==> config.mk <==
export PLATFORM = sky130hd
export DESIGN_NAME = load_store_unit
export DESIGN_NICKNAME = d
export VERILOG_FILES = /design/src/rtl/load_store_unit.sv
export SDC_FILE = /design/constraint.sdc
export NUM_CORES = 1
export LEC_CHECK = 0
export CORE_ASPECT_RATIO = 0.7
export CORE_UTILIZATION = 53
export CTS_CLUSTER_DIAMETER = 50
export DETAILED_ROUTE_END_ITERATION = 8
export HOLD_SLACK_MARGIN = 0.03
export MAX_ROUTING_LAYER = met4
export PLACE_DENSITY = 0.86
export SETUP_SLACK_MARGIN = 0.3
export SLEW_MARGIN = 20
export SYNTH_ARGS = -nofsm -noshare
export SYNTH_HDL_FRONTEND = slang
export SYNTH_SLANG_ARGS = --single-unit
==> constraint.sdc <==
create_clock -name clk -period 26.5 [get_ports clk]
set_input_delay 7.95 -clock clk [delete_from_list [all_inputs] [get_ports clk]]
set_output_delay 7.95 -clock clk [all_outputs]
set_load 0.05 [all_outputs]
==> src/rtl/load_store_unit.sv <==
// MEM-stage load/store initiator: one request at a time, byte/half/word/double accesses,
// sign/zero extension, alignment and range checks, read-modify-write for sub-doubleword stores.
module load_store_unit #(
  parameter int unsigned MEM_BYTES = 64
) (
  input  logic        clk,
  input  logic        reset,
  input  logic        req_valid,
  output logic        req_ready,
  input  logic        req_is_store,
  input  logic [1:0]  req_size,
  input  logic        req_unsigned,
  input  logic [63:0] req_addr,
  input  logic [63:0] req_wdata,
  output logic        resp_valid,
  output logic [63:0] resp_rdata,
  output logic        resp_err,
  output logic        stall,
  output logic [63:0] mem_addr,
  output logic [63:0] mem_wdata,
  output logic        mem_read,
  input  logic [63:0] mem_rdata,
  output logic        mem_write
);

  typedef enum logic [2:0] {IDLE, LD, ST_WR, RMW_RD, RMW_WR, ERR} state_t;

  localparam logic [63:0] LAST_DW = 64'(MEM_BYTES) - 64'd8;

  state_t      state_q;
  logic [1:0]  size_q;
  logic        uns_q;
  logic [63:0] addr_q;
  logic [63:0] wdata_q;
  logic [63:0] buf_q;
  logic        resp_valid_q;
  logic        resp_err_q;
  logic [63:0] resp_rdata_q;

  logic        misaligned;
  logic        out_of_range;
  logic [5:0]  shamt;
  logic [63:0] shifted;
  logic [63:0] lane_mask;
  logic [63:0] byte_mask;
  logic [63:0] load_d;
  logic [63:0] merge_d;

  always_comb begin
    misaligned = 1'b0;
    case (req_size)
      2'b01:   misaligned = req_addr[0];
      2'b10:   misaligned = |req_addr[1:0];
      2'b11:   misaligned = |req_addr[2:0];
      default: misaligned = 1'b0;
    endcase
    out_of_range = {req_addr[63:3], 3'b000} > LAST_DW;
  end

  always_comb begin
    shamt   = {addr_q[2:0], 3'b000};
    shifted = mem_rdata >> shamt;
    load_d  = shifted;
    case (size_q)
      2'b00:   load_d = uns_q ? {56'd0, shifted[7:0]}  : {{56{shifted[7]}},  shifted[7:0]};
      2'b01:   load_d = uns_q ? {48'd0, shifted[15:0]} : {{48{shifted[15]}}, shifted[15:0]};
      2'b10:   load_d = uns_q ? {32'd0, shifted[31:0]} : {{32{shifted[31]}}, shifted[31:0]};
      default: load_d = shifted;
    endcase
    lane_mask = '1;
    case (size_q)
      2'b00:   lane_mask = 64'h0000_0000_0000_00FF;
      2'b01:   lane_mask = 64'h0000_0000_0000_FFFF;
      2'b10:   lane_mask = 64'h0000_0000_FFFF_FFFF;
      default: lane_mask = '1;
    endcase
    // alignment was checked on accept, so the shifted mask never spills past bit 63
    byte_mask = lane_mask << shamt;
    merge_d   = (mem_rdata & ~byte_mask) | ((wdata_q << shamt) & byte_mask);
  end

  always_ff @(posedge clk or posedge reset) begin
    if (reset) begin
      state_q      <= IDLE;
      size_q       <= '0;
      uns_q        <= 1'b0;
      addr_q       <= '0;
      wdata_q      <= '0;
      buf_q        <= '0;
      resp_valid_q <= 1'b0;
      resp_err_q   <= 1'b0;
      resp_rdata_q <= '0;
    end else begin
      resp_valid_q <= 1'b0;
      resp_err_q   <= 1'b0;
      resp_rdata_q <= '0;
      case (state_q)
        IDLE: begin
          if (req_valid) begin
            size_q  <= req_size;
            uns_q   <= req_unsigned;
            addr_q  <= req_addr;
            wdata_q <= req_wdata;
            if (misaligned || out_of_range) state_q <= ERR;
            else if (!req_is_store)         state_q <= LD;
            else if (req_size == 2'b11)     state_q <= ST_WR;
            else                            state_q <= RMW_RD;
          end
        end
        LD: begin
          resp_rdata_q <= load_d;
          resp_valid_q <= 1'b1;
          state_q      <= IDLE;
        end
        ST_WR: begin
          resp_valid_q <= 1'b1;
          state_q      <= IDLE;
        end
        RMW_RD: begin
          buf_q   <= merge_d;
          state_q <= RMW_WR;
        end
        RMW_WR: begin
          resp_valid_q <= 1'b1;
          state_q      <= IDLE;
        end
        ERR: begin
          resp_valid_q <= 1'b1;
          resp_err_q   <= 1'b1;
          state_q      <= IDLE;
        end
        default: state_q <= IDLE;
      endcase
    end
  end

  // strobes come straight from the state register so reset kills them immediately
  always_comb begin
    req_ready  = (state_q == IDLE);
    stall      = ~req_ready;
    mem_read   = (state_q == LD) || (state_q == RMW_RD);
    mem_write  = (state_q == ST_WR) || (state_q == RMW_WR);
    mem_addr   = (mem_read || mem_write) ? {addr_q[63:3], 3'b000} : '0;
    mem_wdata  = '0;
    if (state_q == ST_WR)  mem_wdata = wdata_q;
    if (state_q == RMW_WR) mem_wdata = buf_q;
    resp_valid = resp_valid_q;
    resp_err   = resp_err_q;
    resp_rdata = resp_rdata_q;
  end

endmodule

-- Word level (Yosys, flattened, before mapping)
Index checks and enable logic that the tools add are counted.
- bits in registers: 264
- output and inout bits: 198
- logic and storage cells: 56
- magnitude comparators: 1
- equality and inequality tests: 11
- shifts and indexed selects: 3
- mux-type cells: 17
- bitwise gates (word level): 5
- reduce and logical (&&, ||, !) cells: 10
- operators with widths (kind ; count):
    $mux W64 ; 7
    $pmux W64 S3 ; 2
    $and A64 B64 Y64 ; 2
    $shl A64 B6 Y64 ; 2
    $gt A64 B6 Y1 const B ; 1
    $not A64 Y64 ; 1
    $or A64 B64 Y64 ; 1
    $shr A64 B6 Y64 ; 1
    $eq A2 B2 Y1 const B ; 3
    $eq A3 B2 Y1 const B ; 2
    $eq A3 B3 Y1 const B ; 2
    $mux W3 ; 2
    $pmux W3 S2 ; 1
    $eq A2 B1 Y1 const B ; 2
    $logic_or A1 B1 Y1 ; 4
    $reduce_or A4 Y1 ; 1
    $eq A3 B1 Y1 const B ; 1
    $logic_not A3 Y1 ; 1
    $mux W1 ; 3
    $pmux W1 S3 ; 1
    $reduce_or A3 Y1 ; 1
    $logic_not A2 Y1 ; 1
    $mux W2 ; 1
    $ne A2 B2 Y1 const B ; 1
    3 further kinds ; 3

-- Logic depth before layout (Yosys ltp)
- depth after elaboration: 6
- depth in mapped cells: 9
- depth with buffers taken out: 5

-- Worst setup path after synthesis
No wires, ideal clock.
- path type: reg-to-output
- from: register state_q[0]
- to: output port mem_addr[10]
- arrival time: 2.284 ns
- data required time: 18.550 ns
- slack: 16.266 ns
- cell stages (with the launch flop): 6
- buffers on the path: 2
- path through: dfrtp_1 -> nor2b_1 -> or3_1 -> clkbuf_1 -> clkbuf_1 -> and2_1
- longest elaborated chain between the ends: 4
- elaborated cells on any way between the ends: 8
- RTL lines (what ; RTL line ; RTL):
    from (decl) ; 30 ; state_t state_q;
    from (signal assigned) ; 84 ; state_q <= IDLE;
    from (signal assigned) ; 104 ; if (misaligned || out_of_range) state_q <= ERR;
    from (signal assigned) ; 105 ; else if (!req_is_store) state_q <= LD;
    $eq A3 B1 Y1 / $eq A3 B2 Y1 (equally long branches) ; 141 ; mem_read = (state_q == LD) || (state_q == RMW_RD);
    $logic_or A1 B1 Y1 * ; 141 ;
    via mem_read ; 21 ; output logic mem_read,
    $logic_or A1 B1 Y1 * ; 143 ; mem_addr = (mem_read || mem_write) ? {addr_q[63:3], 3'b000} : '0;
    $mux W64 * ; 143 ;
    to (decl) ; 19 ; output logic [63:0] mem_addr,
The timed path passes the listed nets; every way through them passes the cells marked *.

-- Worst setup path after layout
- from: register state_q[1]
- to: output port mem_addr[32]
- longest elaborated chain between the ends: 4
- elaborated cells on any way between the ends: 8
- RTL lines (what ; RTL line):
    $eq A3 B1 Y1, or another cell as far along ; 141
    $logic_or A1 B1 Y1, on equally long branches ; 141, 142
    $logic_or A1 B1 Y1 * ; 143
    $mux W64 * ; 143
Every way passes the cells marked *; elsewhere a longest branch is shown, timed or not.

==> metrics.cfg <==
[logic_synthesis]
synth_simple_gate_area_share=0.1083
synth_async_sr_flop_share=1.000
average_cell_area_after_synthesis_um2=11.17
synth_top_family_by_area=multiplexers
flip_flop_and_latch_count_after_synthesis=264
synth_cell_type_count=55
synth_cells=1323
yosys-mux-area-fraction=0.2693
synth_xor_xnor_area_share=0
ys_flop_type=dfrtp_1
number_of_synthesized_flops_with_an_enable_pin=0
mappedNetlistArea_um2=14770
yosys.area_share.adder=0
synth_warnings=0
synth_compound_gate_area_share=0.1347
synth_sequential_area_ratio=0.4472

[status]
run_status=finished clean

[min_path]
hold_class=reg2reg
min_delay_path_depth=2

[route]
remaining_drc_errors=0
wl_per_cell_um=26.40
route.vias.total=12907
drt_pass1_iterations=5
initialDrtViolationCount=1543
routed_wl_um=53710
final_antenna_net_count=0
detail_route.vias_per_cell=6.346

[die]
io_pins=397
floorplan.die_area_um2=28550
rows=50
start_util=0.5466
die_width_um=201.5
floorplan.die.height_um=141.7
core_area_um2=27030

[setup_path]
cp_cell_sequence=nor3b_2 > buf_4 > or3_1 > buf_4 > and2_1 > clkdlybuf4s50_1
timing.critical_path.depth=6
crit_type=reg2out
crit_path_start_kind=flop
critical_path.endpoint_type=output pin
r2r_cells=6
critical-path-top-delay-family=buffers and inverters
timing.critical_path.arrival_ns=3.46
worst-endpoint-required_ns=18.55
worst_path_most_repeated_cell=buf_4
timing.critical_path.slowest_cell_delay_ns=0.81
worst_path_max_delay_cell=clkdlybuf4s50_1
crit_fanout=66
worstPathBufferInverterCount=3

[timing]
final_hold_viol_count=0
layout_min_cycle_time_ns=11.41
post-route-period-util=0.4306
fin_skew_ns=0.01234
rsz_0062_raised_after_global_routing=no
finalSetupViolations=0
tightestPinTransition_ns=1.172
achievable-frequency_ghz=0.08763
final_layout_setup_total_negative_slack_ns=0
fin_ws_ns=15.09
timing.slew.headroom=0.2146
finalMaxSlewViolations=0

[clock_network]
num_cts_buffers=29
clkSlewWorstSetupHoldPaths_ns=0.06
post-cts-setup-buffer-count=0
cts_root_buffer=clkbuf_16
cts.htree.levels=1
maximum_clock_insertion_buffer_count=3
clock_sinks=264
post_cts_resize_count=0
clkLatencyLatePin_ns=0.55
hold_buffers_post_cts=0
tritoncts=built

[cells_and_area]
design_area_um2=19710
layout.nets=1843
stdcell_count=2034
sequential_cell_area_um2=6614
layout.cells.most_common=clkdlybuf4s50_1
fraction_of_final_layout_cells_with_drive_strength_greater_than_1=0.1796
syn_to_final_growth_pct=33.46
area_of_the_multi_input_gates_um2=7599
num-fill-cells=1896
layout_common_cells=393 x clkdlybuf4s50_1, 262 x dfrtp_1, 153 x mux2_2

[placed_design]
post-dp-hpwl_um=39370
placement.io_buffers=393
dpl_cell_area_um2=18740
gp_routability_congestion=1.004
placement.setup.worst_slack_ns=15.32
dp_cells=1977

[power_and_ir_drop]
leakage_nw=8.262
sw_frac=0.4006
sequentialPowerShare=0.334
internal_power_mw=0.9732
clock_network_fraction_of_design_power=0.246
vdd_ir_drop_max_mv=0.04859
power_mw=1.624
power_density_nw_per_um2=82.36
p_comb_frac=0.420
p_switching_mw=0.6504

[global_routing]
overflow=0
grt_antenna_before_repair=5
grt_max_degree=108
grt_first_pass_wirelength_um=80160
grt_util_all_layers=0.3860
first_global_vias=12420

[job]
timing.max_cap.violations=0

-- final cells by class --
class	instances	area share
clock inverter	15	0.007489
sequential	264	0.3355
timing repair buffer	408	0.2054
inverter	6	0.001523
tap	364	0.02310
multi-input combinational	935	0.3854
antenna	5	0.0006347
clock buffer	37	0.04087
-- logic make-up after synthesis --
| logic type | Yosys count |
|---|---|
| AOI/OAI and AO/OA | 294 |
| buffers and inverters | 126 |
| muxes | 312 |
| and+or+nand+nor | 326 |
| other | 1 |
| DFF | 264 |
-- path summary, 6_finish.rpt --
| check | startpoint | to | slack [ns] |
|---|---|---|---|
| hold / removal | buf_q[44] | buf_q[44] | 0.48 |
| setup reg to reg | addr_q[0] | buf_q[23] | 22.71 |
| max in group asynchronous | reset | addr_q[1] | 16.32 |
| setup / recovery | state_q[1] | mem_addr[32] | 15.09 |
| hold reg to reg | buf_q[44] | buf_q[44] | 0.48 |
| min in group asynchronous | reset | resp_rdata[21] | 7.93 |
-- worst min-delay path: cells and delay by family (launching register included) --
kind               cells  cell delay [ns]
DFF                    1             0.34
AOI/OAI and AO/OA      1             0.06
and+or+nand+nor        1             0.05
-- power groups by stage --
| stage | combinational (mW) | sequential [mW] | clock, mW |
|---|---|---|---|
| detailed placement | 0.668 | 0.545 | 0 |
| floorplan | 0.443 | 0.544 | 0 |
| global route | 0.710 | 0.548 | 0.419 |
| CTS | 0.671 | 0.538 | 0.402 |
| finish | 0.682 | 0.542 | 0.400 |
| global placement | 0.659 | 0.543 | 0 |
-- cells in the mapped netlist (5+ instances only) --
master       n  area, µm²
mux2i_1    106       1061
nand2_1    126      473.0
o2bb2ai_1   15      131.4
mux4_2      53       1194
mux2_2     153       1723
a21oi_1     66      330.3
buf_1        7      26.28
nor2_1      60      225.2
nor2b_1     16      100.1
or3b_2       6      52.55
a21oi_2      6      52.55
buf_2       34      170.2
a22oi_1      7      52.55
and3_1       8      50.05
nor4_1      13      81.33
o32ai_1      6      52.55
a31oi_1      8      50.05
o21ai_1      5      25.02
clkbuf_1    64      240.2
and2_1      70      437.9
o21ai_0     74      370.4
a22o_1      72      630.6
dfrtp_1    264       6606
buf_4        9      67.56
a211oi_1    14      105.1
o21a_1       5      37.54
buf_6        6      67.56
-- stage by stage --
step	util	hold slack (ns)
floorplan	-	0.4507
global placement	0.6936	0.4646
detailed placement	0.6936	0.4718
CTS	0.7288	0.4864
global route	0.7294	0.5055
finish	0.7294	0.4840
-- routing by layer --
metal  track usage  share of wire  vias up
li1              -              -     5482
met1        0.5381           0.41     6442
met2        0.5595           0.44      844
met3        0.1047           0.12      139
met4       0.09888          0.030        0
met5             -              0        -
-- sequential cells by signal, indices dropped and copies added, names as in the netlist --
name,flops
addr_q,64
buf_q,64
resp_rdata,64
wdata_q,64
state_q,3
size_q,2
resp_err,1
resp_valid,1
uns_q,1
Note: power is estimated with default switching activity, not from simulation.
